==> src/rtl/pll_reconf_sequencer.sv <==
// ============================================================================
//  Module      : pll_reconf_sequencer
//  Description : Upstream sequencer for the PLL scan-chain reconfiguration
//                wrapper. Accepts a PLL setting (M, N, C0..C4) over a
//                valid/ready handshake and rejects it if any field is zero.
//                It then holds the setting on the wrapper's config inputs and
//                pulses update_req. After that it waits for a scan-done rising
//                edge and for a stable synchronised PLL lock. The result is
//                reported as a one-cycle done pulse, or as an err pulse with a
//                2-bit err_code.
//  Ports       : clock_i / rst_i              clock, async active-high reset
//                req_*_i / req_ready_o        host request handshake + fields
//                mult_o, div_o, clkN_div_o    held settings to config wrapper
//                update_req_o                 one-cycle start pulse to wrapper
//                from_pll_scan_done_i         scan complete (clock_i domain)
//                pll_locked_i                 PLL lock (asynchronous)
//                busy_o, done_o, err_o        host status
//                err_code_o                   0 none, 1 bad param,
//                                             2 scan timeout, 3 lock timeout
//  Revision    : 1.0  initial release
// ============================================================================
`timescale 1ns/1ps
`default_nettype none

module pll_reconf_sequencer #(
    parameter int SCAN_TIMEOUT = 4096,
    parameter int LOCK_TIMEOUT = 65536,
    parameter int LOCK_STABLE  = 16,
    parameter int MAX_RETRY    = 2,
    parameter int CNT_W        = 17
) (
    input  logic        clock_i,
    input  logic        rst_i,
    input  logic        req_valid_i,
    output logic        req_ready_o,
    input  logic [7:0]  req_mult_i,
    input  logic [7:0]  req_div_i,
    input  logic [39:0] req_cdiv_i,
    output logic [7:0]  mult_o,
    output logic [7:0]  div_o,
    output logic [7:0]  clk0_div_o,
    output logic [7:0]  clk1_div_o,
    output logic [7:0]  clk2_div_o,
    output logic [7:0]  clk3_div_o,
    output logic [7:0]  clk4_div_o,
    output logic        update_req_o,
    input  logic        from_pll_scan_done_i,
    input  logic        pll_locked_i,
    output logic        busy_o,
    output logic        done_o,
    output logic        err_o,
    output logic [1:0]  err_code_o
);

    localparam int STB_W = $clog2(LOCK_STABLE + 1);
    localparam int RTY_W = (MAX_RETRY > 0) ? $clog2(MAX_RETRY + 1) : 1;

    localparam logic [CNT_W-1:0] c_SCAN_LAST   = CNT_W'(SCAN_TIMEOUT - 1);
    localparam logic [CNT_W-1:0] c_LOCK_LAST   = CNT_W'(LOCK_TIMEOUT - 1);
    localparam logic [CNT_W-1:0] c_CNT_ONE     = CNT_W'(1);
    localparam logic [CNT_W-1:0] c_CNT_MAX     = {CNT_W{1'b1}};
    localparam logic [STB_W-1:0] c_LOCK_STABLE = STB_W'(LOCK_STABLE);
    localparam logic [STB_W-1:0] c_STB_ONE     = STB_W'(1);
    localparam logic [STB_W-1:0] c_STB_MAX     = {STB_W{1'b1}};
    localparam logic [RTY_W-1:0] c_MAX_RETRY   = RTY_W'(MAX_RETRY);
    localparam logic [RTY_W-1:0] c_RTY_ONE     = RTY_W'(1);

    localparam logic [1:0] c_ERR_NONE  = 2'd0;
    localparam logic [1:0] c_ERR_PARAM = 2'd1;
    localparam logic [1:0] c_ERR_SCAN  = 2'd2;
    localparam logic [1:0] c_ERR_LOCK  = 2'd3;

    typedef enum logic [2:0] {
        S_IDLE      = 3'd0,
        S_CHECK     = 3'd1,
        S_REQ       = 3'd2,
        S_WAIT_SCAN = 3'd3,
        S_WAIT_LOCK = 3'd4,
        S_DONE      = 3'd5,
        S_ERR       = 3'd6
    } state_t;

    state_t            state_q;
    logic [CNT_W-1:0]  cnt_q;
    logic [STB_W-1:0]  stable_q;
    logic [STB_W-1:0]  stable_d;
    logic [RTY_W-1:0]  retry_q;
    logic              lock_meta_q;
    logic              lock_sync_q;
    logic              scan_prev_q;

    logic [7:0]        mult_q;
    logic [7:0]        div_q;
    logic [39:0]       cdiv_q;
    logic              req_ready_q;
    logic              update_req_q;
    logic              busy_q;
    logic              done_q;
    logic              err_q;
    logic [1:0]        err_code_q;

    logic              w_scan_rise;
    logic              w_fields_ok;

    // Edge, not level: a scan-done left high from an earlier scan must not
    // complete the current one.
    assign w_scan_rise = from_pll_scan_done_i & ~scan_prev_q;

    assign w_fields_ok = (|mult_q) & (|div_q) &
                         (|cdiv_q[7:0])   & (|cdiv_q[15:8])  & (|cdiv_q[23:16]) &
                         (|cdiv_q[31:24]) & (|cdiv_q[39:32]);

    // Consecutive-lock run length, saturating; any unlocked cycle restarts it.
    always_comb begin
        stable_d = stable_q;
        if (!lock_sync_q) begin
            stable_d = '0;
        end else if (stable_q != c_STB_MAX) begin
            stable_d = stable_q + c_STB_ONE;
        end
    end

    always_ff @(posedge clock_i or posedge rst_i) begin
        if (rst_i) begin
            state_q      <= S_IDLE;
            cnt_q        <= '0;
            stable_q     <= '0;
            retry_q      <= '0;
            lock_meta_q  <= 1'b0;
            lock_sync_q  <= 1'b0;
            scan_prev_q  <= 1'b0;
            mult_q       <= '0;
            div_q        <= '0;
            cdiv_q       <= '0;
            req_ready_q  <= 1'b1;
            update_req_q <= 1'b0;
            busy_q       <= 1'b0;
            done_q       <= 1'b0;
            err_q        <= 1'b0;
            err_code_q   <= c_ERR_NONE;
        end else begin
            lock_meta_q  <= pll_locked_i;
            lock_sync_q  <= lock_meta_q;
            scan_prev_q  <= from_pll_scan_done_i;

            // Pulse outputs default low; only the transitions below raise them.
            update_req_q <= 1'b0;
            done_q       <= 1'b0;
            err_q        <= 1'b0;

            case (state_q)
                S_IDLE: begin
                    if (req_valid_i) begin
                        mult_q      <= req_mult_i;
                        div_q       <= req_div_i;
                        cdiv_q      <= req_cdiv_i;
                        err_code_q  <= c_ERR_NONE;
                        req_ready_q <= 1'b0;
                        busy_q      <= 1'b1;
                        state_q     <= S_CHECK;
                    end
                end

                S_CHECK: begin
                    if (!w_fields_ok) begin
                        err_code_q <= c_ERR_PARAM;
                        err_q      <= 1'b1;
                        state_q    <= S_ERR;
                    end else begin
                        update_req_q <= 1'b1;
                        state_q      <= S_REQ;
                    end
                end

                S_REQ: begin
                    cnt_q   <= '0;
                    state_q <= S_WAIT_SCAN;
                end

                S_WAIT_SCAN: begin
                    // The edge test comes first so it beats a coincident timeout.
                    if (w_scan_rise) begin
                        cnt_q    <= '0;
                        stable_q <= '0;
                        state_q  <= S_WAIT_LOCK;
                    end else if (cnt_q == c_SCAN_LAST) begin
                        err_code_q <= c_ERR_SCAN;
                        err_q      <= 1'b1;
                        state_q    <= S_ERR;
                    end else if (cnt_q != c_CNT_MAX) begin
                        cnt_q <= cnt_q + c_CNT_ONE;
                    end
                end

                S_WAIT_LOCK: begin
                    stable_q <= stable_d;
                    // The stable test comes first so lock beats a coincident timeout.
                    if (stable_d == c_LOCK_STABLE) begin
                        done_q  <= 1'b1;
                        state_q <= S_DONE;
                    end else if (cnt_q == c_LOCK_LAST) begin
                        if (retry_q < c_MAX_RETRY) begin
                            retry_q      <= retry_q + c_RTY_ONE;
                            update_req_q <= 1'b1;
                            state_q      <= S_REQ;
                        end else begin
                            err_code_q <= c_ERR_LOCK;
                            err_q      <= 1'b1;
                            state_q    <= S_ERR;
                        end
                    end else if (cnt_q != c_CNT_MAX) begin
                        cnt_q <= cnt_q + c_CNT_ONE;
                    end
                end

                S_DONE, S_ERR: begin
                    busy_q      <= 1'b0;
                    req_ready_q <= 1'b1;
                    retry_q     <= '0;
                    state_q     <= S_IDLE;
                end

                default: begin
                    busy_q      <= 1'b0;
                    req_ready_q <= 1'b1;
                    retry_q     <= '0;
                    state_q     <= S_IDLE;
                end
            endcase
        end
    end

    assign req_ready_o  = req_ready_q;
    assign mult_o       = mult_q;
    assign div_o        = div_q;
    assign clk0_div_o   = cdiv_q[7:0];
    assign clk1_div_o   = cdiv_q[15:8];
    assign clk2_div_o   = cdiv_q[23:16];
    assign clk3_div_o   = cdiv_q[31:24];
    assign clk4_div_o   = cdiv_q[39:32];
    assign update_req_o = update_req_q;
    assign busy_o       = busy_q;
    assign done_o       = done_q;
    assign err_o        = err_q;
    assign err_code_o   = err_code_q;

endmodule

`default_nettype wire

==> config.mk <==
export PLATFORM = sky130hd
export DESIGN_NAME = pll_reconf_sequencer
export DESIGN_NICKNAME = d
export VERILOG_FILES = /design/src/rtl/pll_reconf_sequencer.sv
export SDC_FILE = /design/constraint.sdc
export NUM_CORES = 1
export LEC_CHECK = 0
export ABC_AREA = 0
export CAP_MARGIN = 20
export CORE_MARGIN = 2
export CORE_UTILIZATION = 55
export DETAILED_ROUTE_END_ITERATION = 6
export DONT_BUFFER_PORTS = 1
export GPL_TIMING_DRIVEN = 1
export PLACE_DENSITY = 0.73
export SLEW_MARGIN = 30
export SYNTH_ARGS = -nofsm -noshare
export SYNTH_HDL_FRONTEND = slang
export SYNTH_SLANG_ARGS = --single-unit
==> constraint.sdc <==
create_clock -name clock_i -period 3.1 [get_ports clock_i]
set_clock_uncertainty 0.05 [all_clocks]
set_input_delay 0.465 -clock clock_i [delete_from_list [all_inputs] [get_ports clock_i]]
set_output_delay 0.465 -clock clock_i [all_outputs]
set_load 0.02 [all_outputs]
==> impl_table.tex <==
\begin{tabular}{lr}
\hline
Metric & Value \\
\hline
\multicolumn{2}{l}{\textbf{Run status}} \\
\quad Result of the run & finished clean \\
\multicolumn{2}{l}{\textbf{Synthesis}} \\
\quad Synthesized area divided by synthesized cell count & 11.3 um\^{}2 \\
\quad Yosys cell types & 50 \\
\quad Sequential cell area fraction in the yosys report & roughly 54\% \\
\quad Flip-flop and latch count after synthesis & between 90 and 100 \\
\quad Most frequently used flop master after synthesis & dfrtp\_1 \\
\quad Largest area contributor in the netlist & dfrtp\_1 \\
\quad Proportion of synthesized flip-flops having asynchronous set or reset & 100\% \\
\quad Cells after Synth & 380 \\
\quad Synth top area share & 53.5\% \\
\quad Most frequent cells after synthesis & 92 x dfrtp\_1, 56 x mux2\_2, 32 x nand2\_1 \\
\quad Synth warnings & 0 \\
\quad Post-synth EDFFs & 0 \\
\quad Count leader, synth & dfrtp\_1 \\
\quad Mapped cell area & approximately 4300 um\^{}2 \\
\quad Synth top area cells & dfrtp\_1 53\%, mux2\_2 15\%, a21oi\_1 3.1\% \\
\quad Synthesized Nets & around 440 \\
\multicolumn{2}{l}{\textbf{Clock tree}} \\
\quad Maximum buffer depth of the clock tree & 2 \\
\quad Clk Tree Root Cell & clkbuf\_8 \\
\quad Setup Fix Bufs, Post-CTS & 0 \\
\quad Total CTS buffers & 9 \\
\quad Insertion delay of the later-clocked pin in the worst-skew pair & $\sim$360 ps \\
\quad Count of cells resized by post-cts repair & 0 \\
\quad Hold Buf Count CTS & 1 \\
\quad Clock transition time at the flip-flop clock pins of the worst setup and hold paths & 100 ps \\
\quad CTS H-tree lvls & 3 \\
\quad TritonCTS clock tree & built \\
\quad Number of sinks on the clock net & 93 \\
\multicolumn{2}{l}{\textbf{Placed design}} \\
\quad Last weighted congestion value of the routability-driven placer & 0.857 \\
\quad Worst setup slack before clock tree synthesis & roughly 360 ps \\
\quad Post-DP HPWL & around 6600 um \\
\quad Port Buffer Count & 0 \\
\multicolumn{2}{l}{\textbf{STA}} \\
\quad Fin crit period & 2740 ps \\
\quad Hold Worst Slack & 72.6 ps \\
\quad Final setup violation count & 0 \\
\quad Setup repair after global routing missed its margin & false \\
\quad Final count of pins violating max slew & 0 \\
\quad Fin crit share & 88.5\% \\
\quad Fin Setup TNS & 0 ps \\
\quad Setup WS post-layout & 356 ps \\
\quad Worst slew margin & 44.9\% \\
\quad Final Hold Viols & 0 \\
\quad Max Clock Freq & 364 MHz \\
\quad Slew at the pin closest to its max-slew limit & 824 ps \\
\multicolumn{2}{l}{\textbf{Die}} \\
\quad Core region area & 7650 um\^{}2 \\
\quad Number of placed I/O pins & 124 \\
\quad Cell Rows & 32 \\
\quad Effective utilization at floorplan & between 50\% and 60\% \\
\quad Horizontal die dimension & 92.5 um \\
\quad Vert. Die Dim & 92.5 um \\
\quad Die outline area & 8550 um\^{}2 \\
\multicolumn{2}{l}{\textbf{Power and ir drop}} \\
\quad Static Leakage & between 1.5 and 2 nW \\
\quad Total power after layout & around 4.7 mW \\
\quad VDD IR max & 589 uV \\
\quad Cell area power density & $\sim$1000 nW/um\^{}2 \\
\multicolumn{2}{l}{\textbf{Critical path}} \\
\quad Startpoint Class & flop \\
\quad Category of the critical setup timing path & flop to flop \\
\quad Maximum fanout encountered on the critical timing path & 23 \\
\quad Required time at the endpoint of the critical path & 3340 ps \\
\quad Kind of capture point of the worst setup path & flop \\
\quad Endpoint arrival time on the critical path & 2980 ps \\
\multicolumn{2}{l}{\textbf{Route}} \\
\quad DR iter-0 viols & between 150 and 200 \\
\quad Via total after detailed routing & 3041 \\
\quad Post-DR vias/cell & $\sim$6.2 \\
\quad Final routed wire length divided by cell count & 18.7 um \\
\quad Post-DRT Antenna Nets & 0 \\
\quad Number of detailed-routing iterations run before antenna repair & 4 \\
\quad Routed wire length & 9130 um \\
\quad Number of design rule violations left after detail routing & 0 \\
\multicolumn{2}{l}{\textbf{GRT}} \\
\quad Wire length of the first global-routing pass & 14800 um \\
\quad Overall routing resource usage & 22.2\% \\
\quad Number of global-route vias before repair & 3046 \\
\quad Number of antenna violations at the first check in global routing & 0 \\
\quad Pin count of the biggest net entering global routing & 72 \\
\quad GRT overflow & 0 \\
\multicolumn{2}{l}{\textbf{Layout}} \\
\quad Area growth from synthesis to layout & 7.03\% \\
\quad Filler Cell Count & 607 \\
\quad Antenna Cells & 0 \\
\quad Final net count & 443 \\
\quad Fraction of final layout cells with drive strength greater than 1 & roughly 23\% \\
\multicolumn{2}{l}{\textbf{Flow run}} \\
\quad Max cap viols & 0 \\
\multicolumn{2}{l}{\textbf{Hold path}} \\
\quad Hold WC Path Type & input port to flop \\
\hline
\end{tabular}
==> worst max-delay path: stages (launching register included) <==
cell	delay [ps]
dfrtp_1	430
ha_1	260
and3_1	220
nor4bb_1	130
a21oi_1	390
o211ai_2	410
or4_1	620
a21oi_1	150
==> power by group <==
group	switching (mW)	total [mW]	internal [mW]
sequential	1.01	2.69	1.68
clock	0.447	0.773	0.326
combinational	0.586	1.20	0.616
total	2.05	4.67	2.62
==> layout by cell type (no fill, tap or decap), types with 3 or more instances in the layout <==
cell type	netlist	final
or3_1	3	3
dfrtp_1	92	92
a221oi_1	3	3
mux2_2	56	56
nand2_1	32	32
a21oi_1	27	27
nand4_1	9	9
or4_1	10	10
nand3_1	11	11
nor4_1	15	15
o21ai_0	10	10
clkbuf_8	0	10
and3_1	7	7
o211ai_1	4	4
nor2_1	17	16
nand2b_1	5	5
o21ai_1	3	3
inv_1	8	7
o31ai_1	11	11
a31oi_1	4	4
buf_4	0	5
==> registers in the layout (all words and copies together) (netlist names) <==
register / cells
lock_meta_q: 1
retry_q: 2
stable_q: 5
busy_o: 1
lock_sync_q: 1
scan_prev_q: 1
req_ready_o: 1
cnt_q: 17
update_req_o: 1
cdiv_q: 40
done_o: 1
mult_o: 8
err_code_o: 2
err_o: 1
state_q: 3
div_o: 8
==> logic make-up after synthesis <==
| family | synth area share, % |
|---|---|
| AO/OA/AOI/OAI | 10.7 |
| multiplexers | 14.6 |
| adder cells (fa/ha/maj) | 0.581 |
| XOR/XNOR | 0.203 |
| buffers and inverters | 3.02 |
| AND/OR/NAND/NOR | 16.7 |
| flip-flops | 54.1 |
==> path summary, 6_finish.rpt <==
| kind | start | to | slack [ps] | cells past startpoint |
|---|---|---|---|---|
| min reg2reg | lock_meta_q | lock_sync_q | 310 | 0 |
| min in group asynchronous | rst_i | err_code_o[0] | 500 | 2 |
| max reg2reg | stable_q[0] | cnt_q[15] | 360 | 7 |
| max | stable_q[0] | cnt_q[15] | 360 | 7 |
| min | pll_locked_i | lock_meta_q | 70 | 0 |
| max in group asynchronous | rst_i | req_ready_o | 1790 | 3 |
==> layout make-up <==
cell class / instances / area [um^2] / area share, %
clock inverter: 6 / 57.6 / 1.25
multi-input combinational: 260 / 1860 / 40.3
clock buffer: 10 / 138 / 2.99
tap: 102 / 128 / 2.77
inverter: 9 / 35.0 / 0.760
timing repair buffer: 7 / 67.6 / 1.47
sequential: 93 / 2330 / 50.5
==> routing by layer <==
| metal | wire [um] | global-route usage [%] | vias up | share of wire (%) |
|---|---|---|---|---|
| met5 | 0 | 0 | - | 0 |
| met4 | 159 | 8.33 | 0 | 1.7 |
| met3 | 791 | 7.97 | 15 | 8.7 |
| met2 | 4290 | 33.8 | 124 | 47 |
| met1 | 3900 | 29.3 | 1484 | 43 |
| li1 | - | - | 1418 | - |
==> stage by stage <==
step / utilization, % / instance area, um^2 / instances
5_1_grt: 60.3 / 4610 / 487
4_1_cts: 60.3 / 4610 / 487
3_3_place_gp: 57.6 / 4400 / 470
2_1_floorplan: - / 4310 / 380
3_5_place_dp: 57.6 / 4400 / 470
6_report: 60.3 / 4610 / 487
No activity file was read; power rests on OpenSTA's default activity.
